`config.mk`:
```
export PLATFORM = sky130hd
export DESIGN_NAME = muldiv_hilo_ctrl_flat
export DESIGN_NICKNAME = d
export VERILOG_FILES = /design/src/rtl/muldiv_hilo_ctrl_pkg.sv /design/src/rtl/muldiv_hilo_ctrl_if.sv /design/src/rtl/muldiv_hilo_ctrl_div_restoring.sv /design/src/rtl/muldiv_hilo_ctrl.sv /design/src/flat_wrapper.sv
export SDC_FILE = /design/constraint.sdc
export NUM_CORES = 2
export LEC_CHECK = 0
export BUFFER_PORTS_ARGS = -buffer_cell sky130_fd_sc_hd__buf_2
export CAP_MARGIN = 25
export CORE_ASPECT_RATIO = 1.4
export CORE_UTILIZATION = 65
export CTS_CLUSTER_DIAMETER = 50
export CTS_CLUSTER_SIZE = 8
export DETAILED_ROUTE_END_ITERATION = 8
export PLACE_DENSITY = 0.94
export SYNTH_ARGS = -nofsm -noshare
export SYNTH_HDL_FRONTEND = slang
export SYNTH_SLANG_ARGS = --single-unit
```
`constraint.sdc`:
```
create_clock -name clk -period 19.95 [get_ports clk]
set_input_delay 0.9975 -clock clk [delete_from_list [all_inputs] [get_ports clk]]
set_output_delay 0.9975 -clock clk [all_outputs]
set_load 0.02 [all_outputs]
```
`src/rtl/muldiv_hilo_ctrl_pkg.sv`:
```
// Shared types and constants for the EXE-stage multiply/divide controller.
package muldiv_hilo_ctrl_pkg;

    localparam int unsigned XLEN      = 32;
    localparam int unsigned DIV_BITS  = 32;
    localparam int unsigned DIV_CNT_W = 6;

    typedef enum logic [2:0] {
        MD_NONE  = 3'd0,
        MD_MULT  = 3'd1,
        MD_MULTU = 3'd2,
        MD_DIV   = 3'd3,
        MD_DIVU  = 3'd4
    } muldiv_op_e;

    typedef enum logic [1:0] {
        ST_IDLE = 2'd0,
        ST_MUL  = 2'd1,
        ST_DIV  = 2'd2,
        ST_DONE = 2'd3
    } muldiv_state_e;

    typedef struct packed {
        logic [XLEN-1:0] hi;
        logic [XLEN-1:0] lo;
    } hilo_t;

    // Two's-complement negate when neg is set (magnitude/sign conversion both ways).
    function automatic logic [XLEN-1:0] neg_if(input logic [XLEN-1:0] v, input logic neg);
        return neg ? XLEN'(-v) : v;
    endfunction

endpackage

```
`src/rtl/muldiv_hilo_ctrl_if.sv`:
```
// EXE-stage operand/flush inputs and HI/LO result outputs of the mul/div controller.
interface muldiv_hilo_ctrl_if;
    import muldiv_hilo_ctrl_pkg::*;

    logic [2:0]      EXE_MulDivOp;
    logic [XLEN-1:0] EXE_BusA;
    logic [XLEN-1:0] EXE_BusB;
    logic            EXE_Flush;
    logic            MD_Stall;
    logic            MD_Busy;
    logic            MD_Valid;
    logic [XLEN-1:0] MD_HI;
    logic [XLEN-1:0] MD_LO;

    modport master (
        output EXE_MulDivOp, EXE_BusA, EXE_BusB, EXE_Flush,
        input  MD_Stall, MD_Busy, MD_Valid, MD_HI, MD_LO
    );

    modport slave (
        input  EXE_MulDivOp, EXE_BusA, EXE_BusB, EXE_Flush,
        output MD_Stall, MD_Busy, MD_Valid, MD_HI, MD_LO
    );

endinterface

```
`src/rtl/muldiv_hilo_ctrl_div_restoring.sv`:
```
// Unsigned restoring divider, one quotient bit per enabled cycle; the _c outputs
// are the results of the iteration running this cycle.
module muldiv_hilo_ctrl_div_restoring
    import muldiv_hilo_ctrl_pkg::*;
(
    input  logic            clk,
    input  logic            rst,
    input  logic            i_load,
    input  logic [XLEN-1:0] i_dividend,
    input  logic [XLEN-1:0] i_divisor,
    input  logic            i_en,
    output logic [XLEN-1:0] o_quo_c,
    output logic [XLEN-1:0] o_rem_c,
    output logic            o_done_c
);

    logic [XLEN-1:0]      r_rem;
    logic [XLEN-1:0]      r_quo;
    logic [XLEN-1:0]      r_dvs;
    logic [DIV_CNT_W-1:0] r_cnt;

    logic [XLEN:0]        w_trial;
    logic [XLEN+1:0]      w_diff;
    logic                 w_ge;

    // Shift the next dividend bit into the partial remainder and trial-subtract.
    always_comb begin
        w_trial  = {r_rem, r_quo[XLEN-1]};
        w_diff   = {1'b0, w_trial} - {2'b00, r_dvs};
        w_ge     = ~w_diff[XLEN+1];
        o_rem_c  = w_ge ? w_diff[XLEN-1:0] : w_trial[XLEN-1:0];
        o_quo_c  = {r_quo[XLEN-2:0], w_ge};
        o_done_c = i_en && (r_cnt == DIV_CNT_W'(DIV_BITS - 1));
    end

    always_ff @(posedge clk or negedge rst) begin
        if (!rst) begin
            r_rem <= '0;
            r_quo <= '0;
            r_dvs <= '0;
            r_cnt <= '0;
        end else if (i_load) begin
            r_rem <= '0;
            r_quo <= i_dividend;
            r_dvs <= i_divisor;
            r_cnt <= '0;
        end else if (i_en) begin
            r_rem <= o_rem_c;
            r_quo <= o_quo_c;
            r_cnt <= r_cnt + DIV_CNT_W'(1);
        end
    end

endmodule

```
`src/rtl/muldiv_hilo_ctrl.sv`:
```
// EXE-stage MULT/MULTU/DIV/DIVU sequencer: stalls the pipeline while busy and
// presents HI/LO for exactly one DONE cycle.
module muldiv_hilo_ctrl
    import muldiv_hilo_ctrl_pkg::*;
#(
    parameter int unsigned MUL_LATENCY = 2
) (
    input  logic               clk,
    input  logic               rst,
    muldiv_hilo_ctrl_if.slave  md_if
);

    localparam int unsigned CNT_W = 3;

    muldiv_state_e     r_state;
    muldiv_state_e     w_state_nxt;
    logic [XLEN-1:0]   r_a;
    logic [XLEN-1:0]   r_b;
    logic              r_sa;
    logic              r_sb;
    logic [CNT_W-1:0]  r_cnt;
    logic [CNT_W-1:0]  w_cnt_nxt;
    hilo_t             r_res;
    hilo_t             w_res_nxt;

    logic              w_is_mul;
    logic              w_is_div;
    logic              w_signed;
    logic              w_start;
    logic              w_sa;
    logic              w_sb;
    logic              w_stall;
    logic              w_valid;
    logic              w_div_en;
    logic              w_div_done;
    logic [XLEN-1:0]   w_div_quo;
    logic [XLEN-1:0]   w_div_rem;
    logic [2*XLEN-1:0] w_prod;

    assign w_is_mul = (md_if.EXE_MulDivOp == MD_MULT) || (md_if.EXE_MulDivOp == MD_MULTU);
    assign w_is_div = (md_if.EXE_MulDivOp == MD_DIV)  || (md_if.EXE_MulDivOp == MD_DIVU);
    assign w_signed = (md_if.EXE_MulDivOp == MD_MULT) || (md_if.EXE_MulDivOp == MD_DIV);
    assign w_start  = (w_is_mul || w_is_div) && !md_if.EXE_Flush;
    assign w_sa     = w_signed & md_if.EXE_BusA[XLEN-1];
    assign w_sb     = w_signed & md_if.EXE_BusB[XLEN-1];
    assign w_div_en = (r_state == ST_DIV) && !md_if.EXE_Flush;

    // Latched signs double as the 33rd bit, so one signed multiply covers MULT and MULTU.
    assign w_prod = 64'($signed({r_sa, r_a})) * 64'($signed({r_sb, r_b}));

    muldiv_hilo_ctrl_div_restoring u_div (
        .clk        (clk),
        .rst        (rst),
        .i_load     (w_start && (r_state == ST_IDLE)),
        .i_dividend (neg_if(md_if.EXE_BusA, w_sa)),
        .i_divisor  (neg_if(md_if.EXE_BusB, w_sb)),
        .i_en       (w_div_en),
        .o_quo_c    (w_div_quo),
        .o_rem_c    (w_div_rem),
        .o_done_c   (w_div_done)
    );

    always_comb begin
        w_state_nxt = r_state;
        w_cnt_nxt   = r_cnt;
        w_res_nxt   = r_res;
        w_stall     = 1'b0;
        w_valid     = 1'b0;
        case (r_state)
            ST_IDLE: begin
                if (w_start) begin
                    w_stall     = 1'b1;
                    w_cnt_nxt   = '0;
                    w_state_nxt = w_is_mul ? ST_MUL : ST_DIV;
                end
            end
            ST_MUL: begin
                if (md_if.EXE_Flush) begin
                    w_state_nxt = ST_IDLE;
                end else begin
                    w_stall   = 1'b1;
                    w_cnt_nxt = r_cnt + CNT_W'(1);
                    if (r_cnt == CNT_W'(MUL_LATENCY - 1)) begin
                        w_state_nxt = ST_DONE;
                        w_res_nxt   = w_prod;
                    end
                end
            end
            ST_DIV: begin
                if (md_if.EXE_Flush) begin
                    w_state_nxt = ST_IDLE;
                end else begin
                    w_stall = 1'b1;
                    if (w_div_done) begin
                        w_state_nxt  = ST_DONE;
                        w_res_nxt.hi = neg_if(w_div_rem, r_sa);
                        w_res_nxt.lo = neg_if(w_div_quo, r_sa ^ r_sb);
                    end
                end
            end
            ST_DONE: begin
                w_valid     = !md_if.EXE_Flush;
                w_state_nxt = ST_IDLE;
            end
            default: w_state_nxt = ST_IDLE;
        endcase
    end

    always_ff @(posedge clk or negedge rst) begin
        if (!rst) begin
            r_state <= ST_IDLE;
            r_a     <= '0;
            r_b     <= '0;
            r_sa    <= 1'b0;
            r_sb    <= 1'b0;
            r_cnt   <= '0;
            r_res   <= '0;
        end else begin
            r_state <= w_state_nxt;
            r_cnt   <= w_cnt_nxt;
            r_res   <= w_res_nxt;
            if ((r_state == ST_IDLE) && w_start) begin
                r_a  <= md_if.EXE_BusA;
                r_b  <= md_if.EXE_BusB;
                r_sa <= w_sa;
                r_sb <= w_sb;
            end
        end
    end

    // Stall is combinational from the inputs, so it is masked while reset is held.
    assign md_if.MD_Stall = w_stall & rst;
    assign md_if.MD_Busy  = (r_state == ST_MUL) || (r_state == ST_DIV);
    assign md_if.MD_Valid = w_valid;
    assign md_if.MD_HI    = r_res.hi;
    assign md_if.MD_LO    = r_res.lo;

endmodule

```
`src/flat_wrapper.sv`:
```
// flat-port wrapper written by rule: the top's interface ports become plain ports
module muldiv_hilo_ctrl_flat import muldiv_hilo_ctrl_pkg::*;
#(
    parameter int unsigned MUL_LATENCY = 2
)
  (clk, rst, md_if_EXE_MulDivOp, md_if_EXE_BusA, md_if_EXE_BusB, md_if_EXE_Flush, md_if_MD_Stall, md_if_MD_Busy, md_if_MD_Valid, md_if_MD_HI, md_if_MD_LO);
  muldiv_hilo_ctrl_if md_if_i ();
  input  logic clk;
  input  logic rst;
  input wire logic [$bits(md_if_i.EXE_MulDivOp)-1:0] md_if_EXE_MulDivOp;
  input wire logic [$bits(md_if_i.EXE_BusA)-1:0] md_if_EXE_BusA;
  input wire logic [$bits(md_if_i.EXE_BusB)-1:0] md_if_EXE_BusB;
  input wire logic [$bits(md_if_i.EXE_Flush)-1:0] md_if_EXE_Flush;
  output wire logic [$bits(md_if_i.MD_Stall)-1:0] md_if_MD_Stall;
  output wire logic [$bits(md_if_i.MD_Busy)-1:0] md_if_MD_Busy;
  output wire logic [$bits(md_if_i.MD_Valid)-1:0] md_if_MD_Valid;
  output wire logic [$bits(md_if_i.MD_HI)-1:0] md_if_MD_HI;
  output wire logic [$bits(md_if_i.MD_LO)-1:0] md_if_MD_LO;
  assign md_if_i.EXE_MulDivOp = md_if_EXE_MulDivOp;
  assign md_if_i.EXE_BusA = md_if_EXE_BusA;
  assign md_if_i.EXE_BusB = md_if_EXE_BusB;
  assign md_if_i.EXE_Flush = md_if_EXE_Flush;
  assign md_if_MD_Stall = md_if_i.MD_Stall;
  assign md_if_MD_Busy = md_if_i.MD_Busy;
  assign md_if_MD_Valid = md_if_i.MD_Valid;
  assign md_if_MD_HI = md_if_i.MD_HI;
  assign md_if_MD_LO = md_if_i.MD_LO;
  muldiv_hilo_ctrl #(.MUL_LATENCY(MUL_LATENCY)) u_core (.clk(clk), .rst(rst), .md_if(md_if_i));
endmodule
```
* Word level (Yosys, flattened, before mapping)
Cells that the tools add are included.
** Operators by class
- $add $sub $neg :: 7
- Reductions and logical operators :: 18
- Eq/ne operators :: 16
- Bitwise gates (word level) :: 5
- Multiply operators :: 1
- Mux-type cells :: 30
** Operators with widths (number)
- two-way mux 32 bit :: 9
- two-way mux 64 bit :: 4
- negator 32 bit :: 4
- case mux 64 bit (2 select lines) :: 1
- multiplier 33 x 33 -> 64 bit :: 1
- subtractor 33 x 32 -> 34 bit :: 1
- two-way mux 2 bit :: 6
- two-way mux 6 bit :: 2
- case mux 2 bit (4 select lines) :: 1
- adder 6 x 1 -> 6 bit (second input constant) :: 1
- == test 3 x 1 -> 1 bit (second input constant) :: 2
- == test 3 x 2 -> 1 bit (second input constant) :: 2
- == test 6 x 5 -> 1 bit (second input constant) :: 1
- two-way mux 3 bit :: 2
- inequality test 2 bit (second input constant) :: 3
- case mux 3 bit (2 select lines) :: 1
- AND reduction 3 bit :: 2
- nonzero test 2 bit :: 3
- logical OR 1 bit :: 5
- AND reduction 5 bit :: 1
- == test 2 bit (second input constant) :: 2
- logical AND 1 bit :: 4
- inequality test 2 x 1 -> 1 bit (second input constant) :: 2
- adder 3 x 1 -> 3 bit (second input constant) :: 1
- other kinds (12) :: 16
** Storage, ports and cells
- Input bits :: 70
- Output and inout port bits :: 67
- Register bits after elaboration :: 237
- Word-level logic and storage cells :: 89

* Depth between registers and ports, before layout
- Depth after elaboration :: 7
- Depth in mapped cells :: 33
- Depth with buffers taken out :: 29

* Modules after synthesis
From an unflattened synthesis, not the netlist that was laid out.
** Second synthesis, totals
- Cell total of the unflattened synthesis :: 5998
- Area total of the unflattened synthesis :: 53331.1 um2
** By module, submodules not included
- muldiv_hilo_ctrl :: times used 1, sequential area each 3378.2 um2, cells an instance 5197, area each 46434.5 um2
- muldiv_hilo_ctrl_div_restoring :: times used 1, sequential area each 2552.4 um2, cells an instance 801, area each 6896.6 um2

* Worst setup path after synthesis
No wires, ideal clock.
- Path type :: reg2reg
- Start point :: register u_core.r_sa
- End point :: register u_core.r_res (netlist bit u_core.md_if.MD_HI[31])
- Stages on the path, launching flop included :: 30
- Path buffers :: 3
- Period minus slack after synthesis :: 8.267 ns
- Data arrival time :: 8.126 ns
- Data required time :: 19.809 ns
- Setup time :: 0.141 ns
- Slack :: 11.683 ns
- Cell sequence :: dfrtp_1 clkbuf_1 clkbuf_1 clkbuf_1 nand2_1 inv_1 fa_1 fa_1 fa_1 fa_1 inv_1 fa_1 inv_1 fa_1 fa_1 inv_1 fa_1 inv_1 ha_1 a21o_1 a21o_1 a21oi_1 and2_1 nor2_1 o21a_1 nor2_1 o31ai_1 and4_1 o31ai_1 a31oi_1
** On the way
- Word-level cells in the longest chain between the ends :: 4
- Elaborated cells between the ends (all ways) :: 7
- Classes of those cells :: mul: 1; mux: 6
** RTL lines
- from (decl) :: RTL line muldiv_hilo_ctrl.sv:19 : logic r_sa;
- from (signal assigned) :: RTL line muldiv_hilo_ctrl.sv:125 : r_sa <= w_sa;
- multiplier 33 x 33 -> 64 bit / two-way mux 32 bit (equally long branches) :: RTL line muldiv_hilo_ctrl.sv:49, muldiv_hilo_ctrl_pkg.sv:30
- two-way mux 64 bit, on equally long branches :: RTL line muldiv_hilo_ctrl.sv:83, muldiv_hilo_ctrl.sv:94
- two-way mux 64 bit, on equally long branches :: RTL line muldiv_hilo_ctrl.sv:78, muldiv_hilo_ctrl.sv:90
- case mux 64 bit (2 select lines) * :: RTL line muldiv_hilo_ctrl.sv:69 : case (r_state)
- to (signal assigned) :: RTL line muldiv_hilo_ctrl.sv:121 : r_res <= w_res_nxt;
- to (decl) :: RTL line muldiv_hilo_ctrl.sv:23 : hilo_t r_res;
Every way passes the cells marked *; elsewhere a longest branch is shown, timed or not. The select of a mux whose other input is x is not followed.
A chain may end at the register's enable or synchronous reset.

* Final worst setup path
- Start point :: register u_core.r_b[6]
- End point :: register u_core.r_res (netlist bit u_core.md_if.MD_HI[31])
** On the way
- Word-level cells in the longest chain between the ends :: 4
** RTL lines
- from (decl) :: RTL line muldiv_hilo_ctrl.sv:18 : logic [XLEN-1:0] r_b;
- from (signal assigned) :: RTL line muldiv_hilo_ctrl.sv:124 : r_b <= md_if.EXE_BusB;
- multiplier 33 x 33 -> 64 bit :: RTL line muldiv_hilo_ctrl.sv:49 : assign w_prod = 64'($signed({r_sa, r_a})) * 64'($signed({r_sb, r_b}));
- two-way mux 64 bit :: RTL line muldiv_hilo_ctrl.sv:83 : if (r_cnt == CNT_W'(MUL_LATENCY - 1)) begin
- two-way mux 64 bit :: RTL line muldiv_hilo_ctrl.sv:78 : if (md_if.EXE_Flush) begin
- case mux 64 bit (2 select lines) :: RTL line muldiv_hilo_ctrl.sv:69
Every way passes these cells. The select of a mux whose other input is x is not followed.

==> flow_summary.ini <==
[floorplanning]
dieWidth_um = 244
rows = 123
start_util_pct = 66.0
dieHeight_um = 341
io_pins = 137
dieArea_um2 = 83000
core_um2 = 80600

[setup_path]
critPathLaunchType = register
cpMostUsedCell = fa_1
arrival_ns = 9.53
rrSetupSlack_ns = 10.82
end_kind = register
required_ns = 20.35
worst-setup-path-type = reg -> reg
crit_fanout = 19
cp_slowest_stage_delay_ns = 0.73
critPathSlowestCell = dfrtp_1

[global_routing]
top_usage_layer = met2
met2_usage_pct = 65.1
grt_overflow = 0
antenna_found_initial = 20
met1_usage_pct = 44.3
grt_max_degree = 159
grt_usage_pct = 40.2
grt_pass1_wl_um = 257000
use_met3_pct = 10.8
grt_pass1_vias = 49000

[place]
hpwl_um = 125000
gp_congestion = 0.996
portBuffers = 136

[timing]
final.min_clock_period_ns = 9.13
setup_viol = 0
rsz0062_at_grt = no
relSlewSlack_pct = 31.7
slew_violations = 0
max_freq_mhz = 110
finalHoldViolCount = 0
skew_ns = 0.0387
worst_slew_pin_slew_ns = 1.02
min_period_over_period_pct = 45.8
finalSetupTns_ns = 0

[finish]
drive_gt1_share_pct = 5.32
mostFrequentLayoutCell = inv_1
mostFrequentLayoutCells = 1177 x inv_1, 1126 x fa_1, 977 x nand2_1, 550 x and2_1, 256 x ha_1
syn2layout_area_growth_pct = 4.90
nets = 7408

[detailed_routing]
remaining_drc_errors = 0
wl_um = 162000
ant_nets = 0
dr.pass1.iters = 8
viasPerCell = 6.26
drt-wirelength-per-cell_um = 23.0
drt_iter0_drc = 4573
vias = 44100

[logic_synthesis]
synth-edff-count = 0
ys_warn_count = 0
ys_seq_area_share_pct = 11.1
syn_nets = 7469
postSynthCellCount = 6016
ys_seq_elements = 236
syn_avg_cell_area_um2 = 8.85
synth_flop_cell = dfrtp_1
synthArstFlopShare_pct = 100
synthDistinctLibCells = 95
syn_area_um2 = 53200

[cts]
htreeDepth = 2
path_clk_slew_ns = 0.06
insertion_delay_ns = 0.55
root_buffer = clkbuf_16
cts-resized-gates = 0
cts_hold_buffers = 0
post-cts-setup-buffers = 0
clockBufferDepth = 3
numCtsBuffers = 35
tritoncts = built
cts_sinks = 236

[hold_path]
hp-class = in -> async

[flow_run]
drv_cap = 0

[status]
status = completed
==> cell type report <==
cell class / instances / area [µm²]
Antenna cell: 17 / 42.5
Clock buffer: 39 / 891
Clock inverter: 4 / 60.1
Fill cell: 5516 / 24800
Inverter: 1178 / 4420
Multi-Input combinational cell: 4285 / 41700
Sequential cell: 236 / 5910
Tap cell: 1062 / 1330
Timing Repair Buffer: 219 / 1460
==> registers in the layout, summed over array words and instances, names as in the netlist, 3 cells and up <==
signal and cells:
u_core.md_if.MD_HI 32, u_core.md_if.MD_LO 32, u_core.r_a 32, u_core.u_div.r_dvs 32, u_core.u_div.r_quo 32, u_core.u_div.r_rem 32
u_core.r_b 31, u_core.u_div.r_cnt 6, u_core.r_cnt 3
==> worst max-delay path: cells and delay by family, from the launching register on <==
kind | cells | cell delay, ns
flops | 1 | 0.73
compound gates | 7 | 1.32
fa+ha+maj | 9 | 4.57
simple gates | 5 | 0.83
buf+inv | 8 | 1.52
==> cell families (layout without fill, tap and decap cells) <==
family	after synthesis	in the layout	share of synthesized area (%)
multiplexers	29	29	0.564
AND/OR/NAND/NOR	1995	1995	17.9
AO/OA/AOI/OAI	664	664	7.91
flip-flops	236	236	11.1
buffers and inverters	1495	1440	10.6
adder cells (fa/ha/maj)	1383	1383	48.4
XOR/XNOR	214	214	3.52
other	0	17	0
==> through the flow <==
stage               std cells  setup WS, ns  utilization, %  hold WS [ns]  instance area, µm²
floorplan                6016         11.68               -         0.450               53200
global route             7037         10.48            69.2         0.492               55800
finish                   7040         10.82            69.2         0.443               55800
CTS                      7021         10.91            69.1         0.475               55700
global placement         6971         10.70            67.7         0.457               54600
detailed placement       6978         10.95            68.0         0.465               54800
==> Yosys cell counts (all sizes together), types with 19 or more instances <==
cell,count,area (µm²)
a31oi,57,363
o21ai,198,995
ha,257,3220
o21a,21,158
a21oi,179,903
nor3,39,195
xnor2,122,1070
o31ai,21,181
nand2b,23,144
fa,1126,22500
a211oi,41,308
mux2i,24,244
nor2,214,803
nand3,37,185
and2,552,3450
a21o,43,323
buf,23,123
nand2,979,3680
nor4,19,134
xor2,92,806
dfrtp,236,5910
and3,21,141
nor2b,38,238
inv,1178,4420
clkbuf,294,1100
==> per-layer routing <==
layer	routed length [µm]	part of all wire (%)	vias to the layer above
met2	76500	47	3375
met3	19200	12	1269
met5	13	0.0080	-
li1	-	-	18000
met1	49500	31	21400
met4	16800	10	2
==> worst paths after layout <==
path / to / depth (start not counted) / start
hold / removal: u_core.md_if.MD_LO[3]$_DFFE_PN0P_ / 1 / rst
setup reg to reg: u_core.md_if.MD_HI[31]$_DFFE_PN0P_ / 29 / u_core.r_b[6]$_DFFE_PN0P_
hold reg to reg: u_core.r_a[19]$_DFFE_PN0P_ / 2 / u_core.r_a[19]$_DFFE_PN0P_
max in group asynchronous: u_core.r_b[27]$_DFFE_PN0P_ / 2 / rst
min in group clk: u_core.r_a[19]$_DFFE_PN0P_ / 2 / u_core.r_a[19]$_DFFE_PN0P_
setup / recovery: u_core.md_if.MD_HI[31]$_DFFE_PN0P_ / 29 / u_core.r_b[6]$_DFFE_PN0P_
Power is left out: the tool's default activity adds up to more than one toggle a clock period on the data nets, which glitch-free logic cannot reach.
